===== src/rtl/sdc_xfer_sequencer_pkg.sv =====
// Shared types and constants for the SD transfer sequencer: FSM states, completion
// status codes, command indices and datapath interruptEvents bit positions.
package sdc_pkg;

  localparam int unsigned STATUS_W   = 3;
  localparam int unsigned CMD_IDX_W  = 6;
  localparam int unsigned EVENTS_W   = 7;
  localparam int unsigned ERR_BITS_W = 5;

  typedef enum logic [3:0] {
    ST_IDLE,
    ST_RX_ARM,
    ST_ARM_WAIT,
    ST_CMD,
    ST_CMD_WAIT,
    ST_TX_ARM,
    ST_TX_WAIT,
    ST_DATA_WAIT,
    ST_STOP,
    ST_STOP_WAIT,
    ST_BUSY_WAIT,
    ST_DONE
  } state_t;

  typedef enum logic [STATUS_W-1:0] {
    STS_OK       = 3'd0,
    STS_CMD_ERR  = 3'd1,
    STS_DATA_ERR = 3'd2,
    STS_STOP_ERR = 3'd3,
    STS_WDOG     = 3'd4
  } status_t;

  localparam logic [CMD_IDX_W-1:0] CMD12 = 6'd12;
  localparam logic [CMD_IDX_W-1:0] CMD17 = 6'd17;
  localparam logic [CMD_IDX_W-1:0] CMD18 = 6'd18;
  localparam logic [CMD_IDX_W-1:0] CMD24 = 6'd24;
  localparam logic [CMD_IDX_W-1:0] CMD25 = 6'd25;

  localparam int unsigned EV_CLEAN  = 0;
  localparam int unsigned EV_ERR    = 1;
  localparam int unsigned EV_DET_LO = 2;
  localparam int unsigned EV_DET_HI = 6;

  // Standard-capacity cards are byte addressed, high-capacity cards block addressed.
  function automatic logic [31:0] card_arg(input logic [31:0] lba, input logic high_capacity);
    return high_capacity ? lba : {lba[22:0], 9'b0};
  endfunction

  function automatic logic [CMD_IDX_W-1:0] xfer_cmd(input logic write, input logic single);
    if (single) return write ? CMD24 : CMD17;
    return write ? CMD25 : CMD18;
  endfunction

endpackage


===== src/rtl/sdc_xfer_sequencer_if.sv =====
// Request, command-engine, datapath and completion signals of the transfer sequencer.
interface sdc_xfer_sequencer_if #(
  parameter int unsigned BLKCNT_W = 16
);
  import sdc_pkg::*;

  logic                  req_valid;
  logic                  req_ready;
  logic                  req_write;
  logic [31:0]           req_lba;
  logic [BLKCNT_W-1:0]   req_count;
  logic [31:0]           req_dma;
  logic                  high_capacity;

  logic                  cmd_start;
  logic [CMD_IDX_W-1:0]  cmd_index;
  logic [31:0]           cmd_arg;
  logic                  cmd_done;
  logic                  cmd_error;

  logic [BLKCNT_W-1:0]   dp_block_count;
  logic [31:0]           dp_dma_addr;
  logic                  dp_rx_start;
  logic                  dp_tx_start;
  logic [EVENTS_W-1:0]   dp_events;
  logic                  dp_busy;

  logic                  done;
  logic [STATUS_W-1:0]   done_status;
  logic [ERR_BITS_W-1:0] done_err_bits;

  modport slave (
    input  req_valid, req_write, req_lba, req_count, req_dma, high_capacity,
    input  cmd_done, cmd_error, dp_events, dp_busy,
    output req_ready, cmd_start, cmd_index, cmd_arg,
    output dp_block_count, dp_dma_addr, dp_rx_start, dp_tx_start,
    output done, done_status, done_err_bits
  );

  modport master (
    output req_valid, req_write, req_lba, req_count, req_dma, high_capacity,
    output cmd_done, cmd_error, dp_events, dp_busy,
    input  req_ready, cmd_start, cmd_index, cmd_arg,
    input  dp_block_count, dp_dma_addr, dp_rx_start, dp_tx_start,
    input  done, done_status, done_err_bits
  );

endinterface


===== src/rtl/sdc_xfer_sequencer.sv =====
// Sequences one SD block transfer: arms the datapath, issues the read/write command,
// waits for data, issues CMD12 after multi-block transfers and reports one status.
module sdc_xfer_sequencer #(
  parameter int unsigned BLKCNT_W = 16,
  parameter int unsigned WDOG_W   = 28
) (
  input logic                 clk,
  input logic                 rst,
  sdc_xfer_sequencer_if.slave bus
);
  import sdc_pkg::*;

  state_t              state;
  state_t              state_next;
  status_t             status_q;
  status_t             status_next;
  logic                write_q;
  logic                multi_q;
  logic [WDOG_W-1:0]   wdog_q;
  logic                accept_c;
  logic                active_c;
  logic                wdog_exp_c;
  logic                data_end_c;
  logic                cmd_resp_c;

  // State and accumulated status register.
  always_ff @(posedge clk or posedge rst) begin
    if (rst) begin
      state    <= ST_IDLE;
      status_q <= STS_OK;
    end else begin
      state    <= state_next;
      status_q <= status_next;
    end
  end

  // Next state and status; the watchdog overrides every other transition.
  always_comb begin
    state_next  = state;
    status_next = status_q;
    accept_c    = (state == ST_IDLE) && bus.req_valid;
    active_c    = (state != ST_IDLE) && (state != ST_DONE);
    wdog_exp_c  = active_c && (wdog_q == {WDOG_W{1'b1}});
    data_end_c  = bus.dp_events[EV_CLEAN] | bus.dp_events[EV_ERR] |
                  (|bus.dp_events[EV_DET_HI:EV_DET_LO]);
    cmd_resp_c  = bus.cmd_done | bus.cmd_error;

    unique case (state)
      ST_IDLE: begin
        if (accept_c) begin
          status_next = STS_OK;
          if (bus.req_count == '0)  state_next = ST_DONE;
          else if (bus.req_write)   state_next = ST_CMD;
          else                      state_next = ST_RX_ARM;
        end
      end
      ST_RX_ARM:   state_next = ST_ARM_WAIT;
      ST_ARM_WAIT: if (bus.dp_events == '0) state_next = ST_CMD;
      ST_CMD:      state_next = ST_CMD_WAIT;
      ST_CMD_WAIT: begin
        // An error wins when done and error arrive together.
        if (bus.cmd_error) begin
          status_next = STS_CMD_ERR;
          state_next  = write_q ? ST_DONE : ST_DATA_WAIT;
        end else if (bus.cmd_done) begin
          state_next  = write_q ? ST_TX_ARM : ST_DATA_WAIT;
        end
      end
      ST_TX_ARM:   state_next = ST_TX_WAIT;
      ST_TX_WAIT:  if (bus.dp_events == '0) state_next = ST_DATA_WAIT;
      ST_DATA_WAIT: begin
        if (data_end_c) begin
          if (bus.dp_events[EV_ERR] && (status_q == STS_OK)) status_next = STS_DATA_ERR;
          if (multi_q)      state_next = ST_STOP;
          else if (write_q) state_next = ST_BUSY_WAIT;
          else              state_next = ST_DONE;
        end
      end
      ST_STOP:     state_next = ST_STOP_WAIT;
      ST_STOP_WAIT: begin
        if (cmd_resp_c) begin
          if (bus.cmd_error && (status_q == STS_OK)) status_next = STS_STOP_ERR;
          state_next = write_q ? ST_BUSY_WAIT : ST_DONE;
        end
      end
      ST_BUSY_WAIT: if (!bus.dp_busy) state_next = ST_DONE;
      ST_DONE:      state_next = ST_IDLE;
      default:      state_next = ST_IDLE;
    endcase

    if (wdog_exp_c) begin
      state_next  = ST_DONE;
      status_next = STS_WDOG;
    end
  end

  // Registered outputs, request latches and watchdog.
  always_ff @(posedge clk or posedge rst) begin
    if (rst) begin
      bus.req_ready      <= 1'b1;
      bus.cmd_start      <= 1'b0;
      bus.cmd_index      <= '0;
      bus.cmd_arg        <= '0;
      bus.dp_block_count <= '0;
      bus.dp_dma_addr    <= '0;
      bus.dp_rx_start    <= 1'b0;
      bus.dp_tx_start    <= 1'b0;
      bus.done           <= 1'b0;
      bus.done_status    <= '0;
      bus.done_err_bits  <= '0;
      write_q            <= 1'b0;
      multi_q            <= 1'b0;
      wdog_q             <= '0;
    end else begin
      bus.req_ready   <= (state_next == ST_IDLE);
      bus.cmd_start   <= (state_next == ST_CMD) || (state_next == ST_STOP);
      bus.dp_rx_start <= (state_next == ST_RX_ARM);
      bus.dp_tx_start <= (state_next == ST_TX_ARM);
      bus.done        <= (state_next == ST_DONE);

      if (accept_c)      wdog_q <= '0;
      else if (active_c) wdog_q <= wdog_q + WDOG_W'(1);

      if (accept_c) begin
        write_q            <= bus.req_write;
        multi_q            <= bus.req_count > BLKCNT_W'(1);
        bus.dp_block_count <= bus.req_count;
        bus.dp_dma_addr    <= bus.req_dma;
        bus.cmd_index      <= xfer_cmd(bus.req_write, bus.req_count == BLKCNT_W'(1));
        bus.cmd_arg        <= card_arg(bus.req_lba, bus.high_capacity);
        bus.done_err_bits  <= '0;
      end

      if (state_next == ST_STOP) begin
        bus.cmd_index <= CMD12;
        bus.cmd_arg   <= '0;
      end

      if ((state == ST_DATA_WAIT) && data_end_c)
        bus.done_err_bits <= bus.dp_events[EV_DET_HI:EV_DET_LO];

      if (state_next == ST_DONE)
        bus.done_status <= STATUS_W'(status_next);
    end
  end

endmodule


===== src/flat_wrapper.sv =====
// flat-port wrapper written by rule: the top's interface ports become plain ports
module sdc_xfer_sequencer_flat import sdc_pkg::*;
#(
  parameter int unsigned BLKCNT_W = 16,
  parameter int unsigned WDOG_W   = 28
)
  (clk, rst, bus_req_valid, bus_req_write, bus_req_lba, bus_req_count, bus_req_dma, bus_high_capacity, bus_cmd_done, bus_cmd_error, bus_dp_events, bus_dp_busy, bus_req_ready, bus_cmd_start, bus_cmd_index, bus_cmd_arg, bus_dp_block_count, bus_dp_dma_addr, bus_dp_rx_start, bus_dp_tx_start, bus_done, bus_done_status, bus_done_err_bits);
  sdc_xfer_sequencer_if #(.BLKCNT_W(BLKCNT_W)) bus_i ();
  input logic clk;
  input logic rst;
  input wire logic [$bits(bus_i.req_valid)-1:0] bus_req_valid;
  input wire logic [$bits(bus_i.req_write)-1:0] bus_req_write;
  input wire logic [$bits(bus_i.req_lba)-1:0] bus_req_lba;
  input wire logic [$bits(bus_i.req_count)-1:0] bus_req_count;
  input wire logic [$bits(bus_i.req_dma)-1:0] bus_req_dma;
  input wire logic [$bits(bus_i.high_capacity)-1:0] bus_high_capacity;
  input wire logic [$bits(bus_i.cmd_done)-1:0] bus_cmd_done;
  input wire logic [$bits(bus_i.cmd_error)-1:0] bus_cmd_error;
  input wire logic [$bits(bus_i.dp_events)-1:0] bus_dp_events;
  input wire logic [$bits(bus_i.dp_busy)-1:0] bus_dp_busy;
  output wire logic [$bits(bus_i.req_ready)-1:0] bus_req_ready;
  output wire logic [$bits(bus_i.cmd_start)-1:0] bus_cmd_start;
  output wire logic [$bits(bus_i.cmd_index)-1:0] bus_cmd_index;
  output wire logic [$bits(bus_i.cmd_arg)-1:0] bus_cmd_arg;
  output wire logic [$bits(bus_i.dp_block_count)-1:0] bus_dp_block_count;
  output wire logic [$bits(bus_i.dp_dma_addr)-1:0] bus_dp_dma_addr;
  output wire logic [$bits(bus_i.dp_rx_start)-1:0] bus_dp_rx_start;
  output wire logic [$bits(bus_i.dp_tx_start)-1:0] bus_dp_tx_start;
  output wire logic [$bits(bus_i.done)-1:0] bus_done;
  output wire logic [$bits(bus_i.done_status)-1:0] bus_done_status;
  output wire logic [$bits(bus_i.done_err_bits)-1:0] bus_done_err_bits;
  assign bus_i.req_valid = bus_req_valid;
  assign bus_i.req_write = bus_req_write;
  assign bus_i.req_lba = bus_req_lba;
  assign bus_i.req_count = bus_req_count;
  assign bus_i.req_dma = bus_req_dma;
  assign bus_i.high_capacity = bus_high_capacity;
  assign bus_i.cmd_done = bus_cmd_done;
  assign bus_i.cmd_error = bus_cmd_error;
  assign bus_i.dp_events = bus_dp_events;
  assign bus_i.dp_busy = bus_dp_busy;
  assign bus_req_ready = bus_i.req_ready;
  assign bus_cmd_start = bus_i.cmd_start;
  assign bus_cmd_index = bus_i.cmd_index;
  assign bus_cmd_arg = bus_i.cmd_arg;
  assign bus_dp_block_count = bus_i.dp_block_count;
  assign bus_dp_dma_addr = bus_i.dp_dma_addr;
  assign bus_dp_rx_start = bus_i.dp_rx_start;
  assign bus_dp_tx_start = bus_i.dp_tx_start;
  assign bus_done = bus_i.done;
  assign bus_done_status = bus_i.done_status;
  assign bus_done_err_bits = bus_i.done_err_bits;
  sdc_xfer_sequencer #(.BLKCNT_W(BLKCNT_W), .WDOG_W(WDOG_W)) u_core (.clk(clk), .rst(rst), .bus(bus_i));
endmodule

===== config.mk =====
export PLATFORM = sky130hd
export DESIGN_NAME = sdc_xfer_sequencer_flat
export DESIGN_NICKNAME = d
export VERILOG_FILES = /design/src/rtl/sdc_xfer_sequencer_pkg.sv /design/src/rtl/sdc_xfer_sequencer_if.sv /design/src/rtl/sdc_xfer_sequencer.sv /design/src/flat_wrapper.sv
export SDC_FILE = /design/constraint.sdc
export NUM_CORES = 1
export LEC_CHECK = 0
export ABC_CLOCK_PERIOD_IN_PS = 11350
export CAP_MARGIN = 20
export CORE_MARGIN = 10
export CORE_UTILIZATION = 52
export CTS_BUF_LIST = sky130_fd_sc_hd__clkbuf_8
export DETAILED_ROUTE_END_ITERATION = 16
export PLACE_DENSITY = 0.94
export SKIP_CTS_REPAIR_TIMING = 1
export SYNTH_ARGS = -nofsm -noshare
export SYNTH_HDL_FRONTEND = slang
export SYNTH_SLANG_ARGS = --single-unit

===== constraint.sdc =====
create_clock -name clk -period 11.35 [get_ports clk]
set_clock_uncertainty 0.2 [all_clocks]
set_input_delay 2.27 -clock clk [delete_from_list [all_inputs] [get_ports clk]]
set_output_delay 2.27 -clock clk [all_outputs]
set_load 0.02 [all_outputs]

==> results of run 1 <==
flip-flops by register name, indices dropped and copies added (netlist names):
signal                     cells
u_core.state                   4
u_core.bus.cmd_arg            32
u_core.write_q                 1
u_core.bus.dp_tx_start         1
u_core.bus.done_err_bits       5
u_core.bus.done_status         3
u_core.bus.dp_rx_start         1
u_core.bus.cmd_start           1
u_core.bus.cmd_index           5
u_core.wdog_q                 28
u_core.bus.dp_dma_addr        32
u_core.bus.dp_block_count     16
u_core.status_q                3
u_core.multi_q                 1
u_core.bus.done                1
u_core.bus.req_ready           1
path summary, 6_finish.rpt:
path                                       startpoint                          to  slack (ps)
setup / recovery                        bus_req_valid      u_core.bus.cmd_arg[28]        6340
hold / removal             u_core.bus.dp_dma_addr[31]  u_core.bus.dp_dma_addr[31]         280
setup reg to reg                      u_core.state[2]      u_core.bus.cmd_arg[28]        8010
hold reg to reg            u_core.bus.dp_dma_addr[31]  u_core.bus.dp_dma_addr[31]         280
max in group asynchronous                         rst       u_core.bus.cmd_arg[6]        7580
min in group asynchronous                         rst  u_core.bus.dp_dma_addr[30]        2070
power by group:
group	internal [µW]	switching [µW]
Clock	247	201
Combinational	414	518
Sequential	664	138
Total	1330	856
cell families (layout without fill, tap and decap cells):
family / count (synthesis) / count (layout) / share of synthesized area (%)
adder cells (fa/ha/maj): 2 / 2 / 0.413
multiplexers: 26 / 26 / 4.32
flip-flops: 135 / 135 / 55.8
AND/OR/NAND/NOR: 339 / 339 / 25.2
XOR/XNOR: 19 / 19 / 2.75
AO/OA/AOI/OAI: 80 / 80 / 8.20
buffers and inverters: 48 / 238 / 3.32
other: 1 / 1 / 0.0619
layout by cell type (no fill, tap or decap), types with 5 or more instances in the layout:
master,count
o21ai_0,28
nor3_1,9
or3_1,12
nand2b_1,5
o22ai_1,23
nor4_1,5
buf_4,5
xnor2_1,6
dfrtp_1,134
nand4_1,12
clkdlybuf4s50_1,192
inv_1,9
clkinv_4,5
nand3_1,22
nor2_1,29
xor2_1,13
clkbuf_8,18
mux2i_1,25
nand2_1,217
a21oi_1,8
final cells by class:
type                    count  area (µm²)
clock inverters            14         200
fillers                   740        2930
clock buffers              18         248
flip-flops and latches    135        3380
well taps                 143         179
repair buffers            197        1960
inverters                   9        38.8
multi-input cells         467        2490
metrics by stage:
step                      utilization [%]  hold slack, ps
final                                74.4             276
after floorplan                         -             256
after global routing                 74.4             301
after detailed placement             70.5             261
after CTS                            74.4             280
after global placement               70.5             257
critical path, cell delays in order:
cell and delay [ps]:
clkdlybuf4s50_1 510, nand2b_1 120, or4_4 580, or3_1 430, a22o_1 300, nor4b_4 310, buf_4 390, o22ai_1 150
routing by layer:
| layer | GRT usage [%] | wire (µm) |
|---|---|---|
| met2 | 38.0 | 9300 |
| met3 | 7.20 | 1520 |
| met4 | 9.07 | 495 |
| met5 | 0 | 0 |
| met1 | 25.2 | 7030 |
==> metrics.md, run 1 <==
| Metric | Value |
|---|---|
| Outcome | `completed` |
| Least-Margin Pin Slew | `roughly 1000 ps` |
| Cell taking the most area after synthesis | `dfrtp_1` |
| Port bufs | `192` |
| Ys async rst share | `100%` |
| ANT cells | `0` |
| Arrival @ worst endpoint | `between 5000 and 6000 ps` |
| Die W | `128 µm` |
| Post-synthesis average cell area | `about 9.3 µm²` |
| Slew Limit Fails | `0` |
| WL final | `18,300 µm` |
| Nets | `924` |
| Syn Nets | `approximately 750` |
| R2R depth | `7` |
| P_leak | `0.00390 µW` |
| Count of final setup violators | `0` |
| Setup WS post-layout | `~6300 ps` |
| Drt wl/cell | `approximately 19 µm` |
| CP required | `11,420 ps` |
| Maxcap violations | `0` |
| Pwr per Cell Area | `257 nW/µm²` |
| Sum Neg Setup Slack | `0 ps` |
| Gr usage total | `between 20% and 30%` |
| Worst rel slew slack | `33.5%` |
| CTS max path bufs | `2` |
| Chip Height | `~130 µm` |
| First-pass GRT wire length | `29,300 µm` |
| Final hold viol count | `0` |
| Clock transition at the registers of the reported paths | `roughly 80 ps` |
| Clock Latency Late Sink | `440 ps` |
| Post-synth EDFFs | `0` |
| Vias in the first global route | `5,613` |
| Gate Count Post-Synth | `650` |
| DRT iter0 DRCs | `about 460` |
| Vias after detailed routing | `5,435` |
| Netlist cell types | `54` |
| Crit Path Max Fanout | `37` |
| Total clock sinks | `135` |
| DP Area | `slightly above 8000 µm²` |
| Vias per Instance | `5.53` |
| Cell area after layout | `8490 µm²` |
| Row Count | `39` |
| GR Overflow Total | `0` |
| I/O pin count | `194` |
| Peak supply drop | `0.192 mV` |
| Final std cells w/o fill | `983` |
| Antenna violations before repair | `0` |
| Largest net degree at the start of global routing | `100` |
| Crit share post-route | `44.2%` |
| RSZ-0062 raised after global routing | `no` |
| Post-synth top cells | `nand2_1 (217), dfrtp_1 (134), clkbuf_1 (31)` |
| TritonCTS clock tree | `done` |
| Cells after DPL | `951` |
| Warnings, synthesis | `0` |
| Core Footprint | `11,400 µm²` |
| Pre-CTS WS | `5950 ps` |
| Worst Setup Path Type | `in2reg` |
| Synth Flop Type | `dfrtp_1` |
| HP Class | `reg2reg` |
| CP Capture Type | `flop` |
| H-tree depth | `4` |
| HPWL after detailed placement | `approximately 13,000 µm` |
| Layout cells sized above 1 | `under 10%` |
| Fmax | `0.199 GHz` |
| Synth top area share | `a little under three fifths` |
| Area contributors post-synth | `dfrtp_1 (55%), nand2_1 (13%), mux2i_1 (4.1%)` |
| Count leader, synth | `nand2_1` |
| Antenna Violating Nets Remaining | `0` |
| Layout area overhead | `40.2%` |
| TritonCTS Buffers | `17` |
| Final min period | `5010 ps` |
| Yosys reg bits | `between 100 and 150` |
| Sequential area share after synthesis | `55.8%` |
| Root Buffer | `clkbuf_8` |
| DRT Pass-1 Iters | `5` |
| Critical Path Start Type | `primary input` |
| Mapped Area | `6060 µm²` |
| Residual DRC | `0` |
| Final Power | `2180 µW` |
| Hold depth | `2` |
| Placer Congestion | `0.849` |
| Total die area | `16,400 µm²` |
| Initial core utilization | `53.1%` |
Power figures use the tool's default switching activity.
==> inputs of run 2 (changes only) <==
- ABC_CLOCK_PERIOD_IN_PS: 11350 -> 4200
- CORE_UTILIZATION: 52 -> 43
- PLACE_DENSITY: 0.94 -> 0.83
- clock period: 11.35 -> 4.2 ns (I/O delays scaled with it)
==> run 2 against run 1 <==
Total power rose to 2.6 times the previous value. Worst hold slack got worse by 5.4 ps. First-iteration DRC count fell by 10%. Sequential cell count did not move. Setup slack got worse by 5500 ps. Combinational power rose to 2.7 times the previous value. Cell count rose by 4.1%.
==> metrics.md, run 2 (same netlist as run 1, synthesis figures left out) <==
| Metric | Value |
|---|---|
| Row Count | `43 (+10%)` |
| Vias per Instance | `5.14 (-7.0%)` |
| Seq pwr share | `38.0% (+1.3 points)` |
| I/O pin count | `194 (unchanged)` |
| Layout area overhead | `40.3%` |
| Residual DRC | `0 (unchanged)` |
| Vias in the first global route | `5,350 (-4.7%)` |
| Root Buffer | `clkbuf_8` |
| Levels on crit path | `7 (-1)` |
| CP Capture Type | `flop` |
| TritonCTS clock tree | `done` |
| CTS max path bufs | `2 (unchanged)` |
| HPWL after detailed placement | `12,600 µm (+0.79%)` |
| DRT Pass-1 Iters | `5 (unchanged)` |
| Outcome | `completed` |
| WHS | `271 ps (-5.36 ps)` |
| H-tree depth | `4 (unchanged)` |
| Part of the power in combinational logic | `44.4% (+1.7 points)` |
| Final hold viol count | `0 (unchanged)` |
| Most frequent cells in the layout | `nand2_1 (217), clkdlybuf4s50_1 (192), dfrtp_1 (134)` |
| Final min period | `between 3000 and 4000 ps` |
| Placer Congestion | `0.820 (-3.5%)` |
| R2R depth | `7 (unchanged)` |
| Core Footprint | `13,800 µm² (+21%)` |
| Layout cells sized above 1 | `5.93% (+0.34 points)` |
| Nets | `927 (+0.32%)` |
| P_leak | `0.00388 µW (-0.38%)` |
| WL final | `17,300 µm (-5.4%)` |
| CP bufs+invs | `1 (-1)` |
| GR Overflow Total | `0 (unchanged)` |
| Fmax | `0.297 GHz` |
| First-pass GRT wire length | `28,300 µm (-3.6%)` |
| Psw | `2240 µW (+160%)` |
| Int Pwr | `3390 µW (+160%)` |
| CP delay by family, top | `simple AND/OR/NAND/NOR gates` |
| Initial core utilization | `43.8% (-9.2 points)` |
| Crit share post-route | `80.2%` |
| Arrival @ worst endpoint | `3490 ps (-1600 ps)` |
| Total die area | `19,200 µm² (+18%)` |
| RSZ-0062 raised after global routing | `no` |
| ANT cells | `0 (unchanged)` |
| Slowest-stage cell, CP | `or4b_1` |
| Peak supply drop | `0.449 mV (+130%)` |
| Count of final setup violators | `0 (unchanged)` |
| Hold depth | `2 (unchanged)` |
| Worst Setup Path Type | `reg2reg` |
| Antenna violations before repair | `0 (unchanged)` |
| Die W | `139 µm (+8.4%)` |
| Critical Path Start Type | `flop` |
| Port bufs | `192 (unchanged)` |
| Slew Limit Fails | `0 (unchanged)` |
| Vias after detailed routing | `5,258 (-3.3%)` |
| Commonest non-fill, non-tap cell in the layout | `nand2_1` |
| Least-Margin Pin Slew | `738 ps (-258 ps)` |
| Cell Chain, Critical Path | `or3_1 > a21oi_2 > or4b_1 > or4_4 > nor4b_4 > buf_4 > nand3b_1` |
| Crit Path Max Fanout | `37 (unchanged)` |
| Drt wl/cell | `16.9 µm (-9.1%)` |
| Pwr per Cell Area | `663 nW/µm² (+160%)` |
| Switching Fraction | `39.8% (+0.57 points)` |
| Total clock sinks | `135 (unchanged)` |
| HP Class | `reg2reg` |
| Sum Neg Setup Slack | `0 ps (unchanged)` |
| TritonCTS Buffers | `17 (unchanged)` |
| DRT iter0 DRCs | `414 (-10%)` |
| Gr usage total | `17.8% (-4.5 points)` |
| Clock Latency Late Sink | `450 ps (about the same)` |
| Worst rel slew slack | `50.7% (+17 points)` |
| Maxcap violations | `0 (unchanged)` |
| Clock transition at the registers of the reported paths | `80 ps (about the same)` |
| CP required | `4320 ps (-7100 ps)` |
| Top Registers | `u_core.bus.cmd_arg (32), u_core.bus.dp_dma_addr (32), u_core.wdog_q (28)` |
| Largest net degree at the start of global routing | `88 (-12%)` |
| Slowest stage delay, CP | `730 ps (+150 ps)` |
| Antenna Violating Nets Remaining | `0 (unchanged)` |
| Chip Height | `139 µm (+8.4%)` |
| Clock power share | `17.5% (-3.0 points)` |
[run 2: changes by cell type in the layout (fill, tap and decap cells not counted)]
cell | before | now
clkbuf_8 | 18 | 17
buf_12 | 0 | 2
buf_4 | 5 | 6
inv_6 | 3 | 1
inv_8 | 0 | 1
clkinv_2 | 0 | 4
bufinv_16 | 4 | 1
clkinvlp_4 | 2 | 3
[run 2: routing by layer]
metal,track usage (%),wire (µm),vias up
met5,0,0,-
met4,6.43,423,0
met3,6.61,1360,24
met2,29.3,8520,157
met1,20.8,7040,2521
li1,-,-,2556
[run 2: stage by stage]
step	worst slack [ps]	instances	utilization [%]	power (µW)	instance area [µm²]
final	831	1023	61.5	5640	8500
after global routing	654	1023	61.5	6020	8500
after CTS	854	1023	61.5	5700	8500
after detailed placement	385	991	58.9	4700	8140
after global placement	485	991	58.9	4620	8140
after floorplan	1170	650	-	3480	6060
[run 2: worst paths after layout]
path / startpoint / to / slack (ps)
max: u_core.state[0] / u_core.bus.cmd_index[3] / 830
min: u_core.bus.dp_dma_addr[6] / u_core.bus.dp_dma_addr[6] / 270
max reg2reg: u_core.state[0] / u_core.bus.cmd_index[3] / 830
min reg2reg: u_core.bus.dp_dma_addr[6] / u_core.bus.dp_dma_addr[6] / 270
max in group asynchronous: rst / u_core.bus.req_ready / 2200
min in group asynchronous: rst / u_core.bus.cmd_arg[17] / 650
[run 2: final cells by class]
class / count / area [µm²]
Inverter: 9 / 37.5
Clock buffer: 17 / 234
Clock inverter: 15 / 133
Tap cell: 180 / 225
Fill cell: 1132 / 5320
Multi-Input combinational cell: 467 / 2490
Timing Repair Buffer: 200 / 2010
Sequential cell: 135 / 3380
[run 2: worst register-to-register path, cell delays in order, from the launching register on]
cell and delay [ps]:
dfrtp_1 660, or3_1 280, a21oi_2 150, or4b_1 730, or4_4 580, nor4b_4 170
buf_4 260, nand3b_1 220
[run 2: power groups by stage]
| stage | clock, µW | combinational, µW | sequential (µW) |
|---|---|---|---|
| 6_report | 987 | 2510 | 2150 |
| 5_1_grt | 1080 | 2730 | 2210 |
| 4_1_cts | 1010 | 2540 | 2140 |
| 3_5_place_dp | 0 | 2540 | 2160 |
| 3_3_place_gp | 0 | 2480 | 2140 |
| 2_1_floorplan | 0 | 917 | 2560 |
==> inputs of run 3 (changes only) <==
- ABC_CLOCK_PERIOD_IN_PS: 4200 -> 2850
- clock period: 4.2 -> 2.85 ns (I/O delays scaled with it)
==> run 3 against run 2 <==
Non-clock buffer count grew 35. Worst hold slack gained 6.4 ps. Sequential share of layout area decreased by 1.7 points. Combinational power increased by 59%. Setup slack got worse by 810 ps. Largest cell class unchanged.
==> metrics.md, run 3 (same netlist as run 1, synthesis figures left out) <==
| Metric | Value |
|---|---|
| Outcome | `completed` |
| R2R depth | `8 (+1)` |
| DP Area | `8400 µm² (+3.2%)` |
| First-pass GRT wire length | `29,000 µm (+2.6%)` |
| Peak supply drop | `0.788 mV (+76%)` |
| Slew Limit Fails | `0 (unchanged)` |
| Sum Neg Setup Slack | `0 ps (unchanged)` |
| Gr usage total | `18.3% (+0.52 points)` |
| Port bufs | `192 (unchanged)` |
| Layout area overhead | `46.6%` |
| Nets | `962 (+3.8%)` |
| Crit share post-route | `99.3%` |
| Worst rel slew slack | `57.9% (+7.2 points)` |
| Clock Latency Late Sink | `430 ps (-20 ps)` |
| Final min period | `2830 ps` |
| Clock transition at the registers of the reported paths | `80 ps (about the same)` |
| CP required | `2940 ps (-1380 ps)` |
| Top Registers | `u_core.bus.cmd_arg (32), u_core.bus.dp_dma_addr (32), u_core.wdog_q (28)` |
| Least-Margin Pin Slew | `632 ps (-107 ps)` |
| Vias after detailed routing | `5,447 (+3.6%)` |
| Setup WS post-layout | `20.7 ps (-811 ps)` |
| Antenna violations before repair | `0 (unchanged)` |
| ANT cells | `0 (unchanged)` |
| Maxcap violations | `0 (unchanged)` |
| Crit Path Max Fanout | `19 (-49%)` |
| Die W | `139 µm (unchanged)` |
| TritonCTS Buffers | `17 (unchanged)` |
| HPWL after detailed placement | `13,100 µm (+4.1%)` |
| Most frequent cells in the layout | `nand2_1 (217), clkdlybuf4s50_1 (192), dfrtp_1 (134)` |
| Critical Path Start Type | `primary input` |
| Initial core utilization | `43.8% (unchanged)` |
| Pre-CTS WS | `-398 ps (-782 ps)` |
| Commonest non-fill, non-tap cell in the layout | `nand2_1` |
| Layout cells sized above 1 | `10.4% (+4.4 points)` |
| Drt wl/cell | `17.3 µm (+2.2%)` |
| CP Capture Type | `flop` |
| Largest net degree at the start of global routing | `51 (-42%)` |
| WHS | `277 ps (+6.39 ps)` |
| Setup slack, reg-to-reg | `100 ps (-730 ps)` |
| Worst Setup Path Type | `in2reg` |
| Count of final setup violators | `0 (unchanged)` |
| GR Overflow Total | `0 (unchanged)` |
| Total die area | `19,200 µm² (unchanged)` |
| Vias per Instance | `5.15 (+0.17%)` |
| Final hold viol count | `0 (unchanged)` |
| DRT iter0 DRCs | `401 (-3.1%)` |
| Vias in the first global route | `5,622 (+5.1%)` |
| WL final | `18,300 µm (+5.7%)` |
| Antenna Violating Nets Remaining | `0 (unchanged)` |
| CTS max path bufs | `2 (unchanged)` |
| Row Count | `43 (unchanged)` |
| Cells after DPL | `1,024 (+3.3%)` |
| R2R Path Start | `u_core.wdog_q[8]` |
| Hold depth | `2 (unchanged)` |
| Hold path startpoint | `u_core.bus.dp_block_count[6]` |
| I/O pin count | `194 (unchanged)` |
| P_leak | `0.00409 µW (+5.4%)` |
| Final std cells w/o fill | `1,058 (+3.4%)` |
| Arrival @ worst endpoint | `2920 ps (-570 ps)` |
| HP Class | `reg2reg` |
| Total clock sinks | `135 (unchanged)` |
| Pwr per Cell Area | `988 nW/µm² (+49%)` |
| DRT Pass-1 Iters | `5 (unchanged)` |
| Worst Hold Endpoint | `u_core.bus.dp_block_count[6]` |
| Core Footprint | `13,800 µm² (unchanged)` |
| Root Buffer | `clkbuf_8` |
| Worst flop-to-flop path endpoint | `u_core.bus.cmd_index[3]` |
| Residual DRC | `0 (unchanged)` |
| Fmax | `0.353 GHz` |
| Placer Congestion | `0.836 (+2.0%)` |
| H-tree depth | `4 (unchanged)` |
| Cell area after layout | `8890 µm² (+4.5%)` |
| TritonCTS clock tree | `done` |
| Chip Height | `139 µm (unchanged)` |
-- run 3: cell count changes in the layout (fill, tap and decap cells not counted), sizes merged --
cell and delta:
buf +34, bufinv +2, clkbuf +4, clkinv -4, inv -1
-- run 3: worst max-delay path by stage --
stage                             endpoint  slack, ps         startpoint  cells after the start
finish              u_core.bus.cmd_arg[18]         20      bus_req_valid                      9
floorplan           u_core.bus.cmd_arg[18]         90      bus_req_valid                      7
global route        u_core.bus.cmd_arg[12]        -10      bus_req_valid                      9
global placement    u_core.bus.cmd_arg[31]       -340  bus_req_count[15]                      8
CTS                 u_core.bus.cmd_arg[18]        100      bus_req_valid                      8
detailed placement   u_core.bus.cmd_arg[5]       -400  bus_req_count[15]                      8
-- run 3: metal layers --
layer	routed length [µm]	share of wire, %	GRT usage, %
met5	0	0	0
met4	526	2.9	7.36
met3	1120	6.1	6.61
met2	9020	49	30.3
met1	7660	42	21.1
-- run 3: area by class of cell --
cell class                      instances  area, µm²
Multi-Input combinational cell        467       2520
Sequential cell                       135       3380
Clock buffer                           20        275
Timing Repair Buffer                  235       2300
Clock inverter                         12        150
Fill cell                            1105       4940
Inverter                                9       37.5
Tap cell                              180        225
-- run 3: where the power goes --
part	internal [µW]	total, µW	leakage, µW	switching (µW)
clock	933	1680	0.000216	746
combinational	1840	4000	0.00214	2170
sequential	2650	3100	0.00174	452
-- run 3: per-stage QoR --
stage | power [µW] | utilization, %
after floorplan | 5130 | -
after global placement | 6960 | 60.7
after detailed placement | 7080 | 60.7
after CTS | 8800 | 63.8
after global routing | 9330 | 64.3
final | 8780 | 64.3
-- run 3: critical path: stages --
cell and delay, ps:
clkdlybuf4s50_1 490, nand2b_1 80, or4_4 420, or3_1 380, a22o_1 260, nor4b_4 270
buf_4 180, buf_12 150, o22ai_1 110
